--- config.mk ---
export PLATFORM = sky130hd
export DESIGN_NAME = sar_signed_search
export DESIGN_NICKNAME = d
export VERILOG_FILES = /design/src/rtl/sar_signed_search.sv
export SDC_FILE = /design/constraint.sdc
export NUM_CORES = 1
export LEC_CHECK = 0
export CORE_UTILIZATION = 50
export CTS_BUF_LIST = sky130_fd_sc_hd__clkbuf_8
export CTS_CLUSTER_DIAMETER = 200
export DETAILED_ROUTE_END_ITERATION = 10
export GPL_TIMING_DRIVEN = 0
export PLACE_DENSITY = 0.75
export SLEW_MARGIN = 20
export SYNTH_ARGS = -nofsm -noshare
export SYNTH_HDL_FRONTEND = slang
export SYNTH_SLANG_ARGS = --single-unit
--- constraint.sdc ---
create_clock -name clk -period 4.6 [get_ports clk]
set_input_delay 0.69 -clock clk [delete_from_list [all_inputs] [get_ports clk]]
set_output_delay 0.69 -clock clk [all_outputs]
set_load 0.05 [all_outputs]
--- src/rtl/sar_signed_search.sv ---
// sar_signed_search
//
// Successive-approximation controller. It recovers an unknown signed
// two's-complement value A by driving the B operand (probe) of an external
// signed "A > B" comparator and resolving one bit per comparison, MSB first.
//
// The search works on the offset-binary image u = A ^ msb. For bit i the
// candidate is t = trial | (1 << i), and the test u >= t is posed to the
// comparator as A > (t - 1), with the operand converted back to signed form.
//
// Parameters:
//   WIDTH   operand width in bits, two's complement (2..16)
// Ports:
//   clk     rising-edge clock
//   reset   asynchronous active-high reset
//   start   request a new search (sampled only while idle)
//   cmp_gt  comparator result: 1 when A > probe (signed)
//   probe   registered B operand for the comparator
//   busy    high while a search is in progress
//   done    one-cycle pulse when result becomes valid
//   result  recovered signed value, held until the next accepted start
//
// Build option:
//   SAR_REG_CMP_EN  when defined, each bit takes two cycles. The first cycle
//                   presents probe, and a flopped copy of cmp_gt resolves the
//                   bit in the second. This suits a registered or long-path
//                   comparator.

module sar_signed_search #(
    parameter int unsigned WIDTH = 4
) (
    input  logic             clk,
    input  logic             reset,
    input  logic             start,
    input  logic             cmp_gt,
    output logic [WIDTH-1:0] probe,
    output logic             busy,
    output logic             done,
    output logic [WIDTH-1:0] result
);

    localparam int unsigned      IdxW    = $clog2(WIDTH);
    localparam logic [WIDTH-1:0] MsbMask = {1'b1, {(WIDTH-1){1'b0}}};
    localparam logic [WIDTH-1:0] One     = {{(WIDTH-1){1'b0}}, 1'b1};
    localparam logic [IdxW-1:0]  TopIdx  = IdxW'(WIDTH - 1);

    typedef enum logic [1:0] {StIdle, StCmp, StDone} state_e;

    state_e           state_q;
    logic [WIDTH-1:0] trial_q;
    logic [IdxW-1:0]  bitidx_q;

    logic             gt_eff;
    logic             resolve;
    logic [WIDTH-1:0] cur_bit;
    logic [WIDTH-1:0] trial_nxt;
    logic [WIDTH-1:0] probe_nxt;

`ifdef SAR_REG_CMP_EN
    logic phase_q;  // 0: probe presented, 1: resolve using the flopped compare
    logic gt_q;

    assign gt_eff  = gt_q;
    assign resolve = phase_q;
`else
    assign gt_eff  = cmp_gt;
    assign resolve = 1'b1;
`endif

    always_comb begin
        cur_bit   = One << bitidx_q;
        trial_nxt = gt_eff ? (trial_q | cur_bit) : trial_q;
        // Next candidate sets the bit below the current one. t >= 1 always,
        // so t - 1 never wraps.
        probe_nxt = ((trial_nxt | (cur_bit >> 1)) - One) ^ MsbMask;
    end

    always_ff @(posedge clk or posedge reset) begin
        if (reset) begin
            state_q  <= StIdle;
            trial_q  <= '0;
            bitidx_q <= '0;
            probe    <= '0;
            busy     <= 1'b0;
            done     <= 1'b0;
            result   <= '0;
`ifdef SAR_REG_CMP_EN
            phase_q  <= 1'b0;
            gt_q     <= 1'b0;
`endif
        end else begin
            unique case (state_q)
                StIdle: begin
                    done  <= 1'b0;
                    probe <= '0;
                    if (start) begin
                        state_q  <= StCmp;
                        busy     <= 1'b1;
                        trial_q  <= '0;
                        bitidx_q <= TopIdx;
                        // First candidate is msb alone: (msb - 1) ^ msb = all ones (-1).
                        probe    <= '1;
`ifdef SAR_REG_CMP_EN
                        phase_q  <= 1'b0;
`endif
                    end
                end
                StCmp: begin
`ifdef SAR_REG_CMP_EN
                    if (!phase_q) begin
                        gt_q <= cmp_gt;
                    end
                    phase_q <= ~phase_q;
`endif
                    if (resolve) begin
                        trial_q <= trial_nxt;
                        if (bitidx_q == '0) begin
                            state_q <= StDone;
                            busy    <= 1'b0;
                            done    <= 1'b1;
                            result  <= trial_nxt ^ MsbMask;
                            probe   <= '0;
                        end else begin
                            bitidx_q <= bitidx_q - 1'b1;
                            probe    <= probe_nxt;
                        end
                    end
                end
                StDone: begin
                    done    <= 1'b0;
                    state_q <= StIdle;
                end
                default: begin
                    state_q <= StIdle;
                end
            endcase
        end
    end

endmodule

==> results.json <==
{
  "die_area_um2": 2015,
  "r2r_cells": 5,
  "vias": 691,
  "ys_seq_area_share_pct": 48.98,
  "cp.required_ns": 3.91,
  "status": "complete, no violations",
  "grt_pass1_wl_um": 2691,
  "ys_warn_count": 0,
  "crit_chain": "clkdlybuf4s50_1",
  "dp_hpwl_um": 1184,
  "yosys.area_share.simple_pct": 15.24,
  "fillers": 153,
  "placed_area_um2": 1071,
  "synthMuxAreaShare_pct": 2.857,
  "yosysTopAreaCellShare_pct": 48.98,
  "cap_violations": 0,
  "area_growth_pct": 22.45,
  "routed_wl_um": 1678,
  "fin_area_um2": 1126,
  "synth_xor_xnor_area_share_pct": 2.857,
  "cp_top_family": "buffers and inverters",
  "critical_path.slowest_cell": "clkdlybuf4s50_1",
  "setup_violations": 0,
  "crit_arrival_ns": 1.42,
  "synthFlopType": "dfrtp_1",
  "ios": 14,
  "clock_latency_ns": 0.26,
  "synth_top_family_by_area": "compound AO/OA/AOI/OAI gates",
  "path_depth": 1,
  "place.gp.congestion": 0.7954,
  "cts.clk_slew.worst_paths_ns": 0.07,
  "max-slew-margin-rel_pct": 56.58,
  "die_w_um": 44.89,
  "core-area_um2": 1727,
  "async_flop_share_pct": 100.0,
  "hp-class": "reg2reg",
  "grt_pass1_vias": 581,
  "wire_per_inst_um": 12.62,
  "seq_area_um2": 450.4,
  "setup_tns_ns": 0,
  "post_cts_buffers": 0,
  "synth_compound_area_share_pct": 19.18,
  "yosysTopAreaCell": "dfrtp_1",
  "grt_max_degree": 19,
  "clockBufferDepth": 2,
  "synthesis.area_um2": 919.6,
  "synth_area_leaders": "dfrtp_1 49%, ha_1 5.4%, nand2_1 4.9%",
  "htree_levels": 1,
  "min_path_cells": 2,
  "synth_seq_cells": 18,
  "startpoint_type": "flop",
  "path_class": "reg2out",
  "grt_util_all_layers_pct": 19.63,
  "drv_slew": 0,
  "start_util_pct": 53.26,
  "multi_input_area_um2": 419.2,
  "cts_tree": "yes",
  "hold_viol": 0,
  "crit_fanout": 2,
  "clock-root-buffer": "clkbuf_8",
  "first_pass_iters": 4,
  "core.rowCount": 15,
  "io_buffers": 12,
  "synth_cell_types": 33,
  "synth_area_per_cell_um2": 9.996,
  "final_period_minus_worst_setup_slack_ns": 2.112,
  "period_share_pct": 45.91,
  "route.detailed.drc": 0,
  "critPathBufInv": 1,
  "num-nets-final": 117,
  "synth_fp_nets": 100,
  "diodes": 0,
  "synth_edf_count": 0,
  "ctsHoldBuffers": 0,
  "tightestPinTransition_ns": 0.6506,
  "cts_made_buffers": 3,
  "viasPerCell": 5.195,
  "finClkSkew_ns": 0.001978,
  "cp_slowest_stage_delay_ns": 0.80,
  "antenna_found_initial": 0,
  "fmax_mhz": 473.5,
  "synth_cells": 92,
  "grt_setup_unrepaired": "false",
  "crit_path_end_kind": "output port",
  "clock-sinks": 18,
  "ant_nets": 0,
  "cts.repair.resized": 0,
  "gr-total-overflow": 0,
  "drive_gt1_share_pct": 14.81,
  "synthAdderAreaFrac_pct": 5.442,
  "first_iter_violations": 13,
  "die_h_um": 44.89
}
[cells in the final DEF (no fill, tap or decap), types with 2 or more instances in the layout]
cell type | netlist | layout
clkdlybuf4s50_1 | 0 | 12
a21oi_1 | 8 | 8
clkbuf_8 | 0 | 4
dfrtp_1 | 18 | 18
a31oi_1 | 2 | 2
o21ai_0 | 2 | 2
a22oi_1 | 2 | 2
xor2_1 | 2 | 2
nand2_1 | 12 | 12
o21ai_1 | 4 | 4
nor2_1 | 7 | 7
inv_2 | 2 | 2
ha_1 | 4 | 4
inv_1 | 7 | 7
nand2b_1 | 2 | 2
[tightest hold or removal path: stages (launching register included)]
cell	delay (ns)
dfrtp_1	0.34
nand2_1	0.05
o21ai_1	0.06
[per-layer routing]
metal  part of all wire (%)  vias to the layer above  GRT usage (%)
met4                    2.3                        0          10.91
li1                       -                      345              -
met5                      0                        -              0
met1                     46                      321          24.81
met3                    4.2                        6          4.800
met2                     47                       19          30.88
[synth_stat cells (2+ instances only)]
library cell / n
dfrtp_1: 18
nand2_1: 12
a21oi_1: 8
inv_1: 7
nor2_1: 7
ha_1: 4
o21ai_1: 4
a22oi_1: 2
a31oi_1: 2
inv_2: 2
nand2b_1: 2
o21ai_0: 2
xor2_1: 2
[area by class of cell]
| class | count | share of cell area (%) |
|---|---|---|
| multi-input combinational | 63 | 37.22 |
| buffer | 2 | 1.444 |
| sequential | 18 | 40.00 |
| inverter | 9 | 3.000 |
| tap | 25 | 2.778 |
| clock buffer | 4 | 4.889 |
| timing repair buffer | 12 | 10.67 |
[stage by stage]
stage               instances  hold WS [ns]  utilization (%)  worst slack [ns]
detailed placement        129        0.4730            62.03             2.764
global route              133        0.5103            65.22             2.447
CTS                       133        0.4896            65.22             2.476
finish                    133        0.4841            65.22             2.488
global placement          129        0.4642            62.03             2.765
floorplan                  92        0.4786                -             3.053
[registers in the layout (all words and copies together), names as in the netlist]
| signal | flops |
|---|---|
| trial_q | 4 |
| done | 1 |
| busy | 1 |
| bitidx_q | 2 |
| state_q | 2 |
| probe | 4 |
| result | 4 |
[worst paths after layout]
| kind | from | endpoint | slack, ns |
|---|---|---|---|
| min reg2reg | result[0]$_DFFE_PP0P_ | result[0]$_DFFE_PP0P_ | 0.48 |
| max reg2reg | bitidx_q[1]$_DFFE_PP0P_ | result[3]$_DFFE_PP0P_ | 2.91 |
| max | busy$_DFFE_PP0P_ | busy | 2.49 |
| min | result[0]$_DFFE_PP0P_ | result[0]$_DFFE_PP0P_ | 0.48 |
| max in group asynchronous | reset | bitidx_q[1]$_DFFE_PP0P_ | 3.36 |
| min in group asynchronous | reset | result[0]$_DFFE_PP0P_ | 0.82 |
[cells by family after synthesis]
| family | after synthesis |
|---|---|
| AO/OA/AOI/OAI | 25 |
| AND/OR/NAND/NOR | 29 |
| multiplexers | 2 |
| adder cells (fa/ha/maj) | 4 |
| XOR/XNOR | 3 |
| flip-flops | 18 |
| buffers and inverters | 11 |
Power is left out: the tool's default activity adds up to more than one toggle a clock period on the data nets, which glitch-free logic cannot reach.
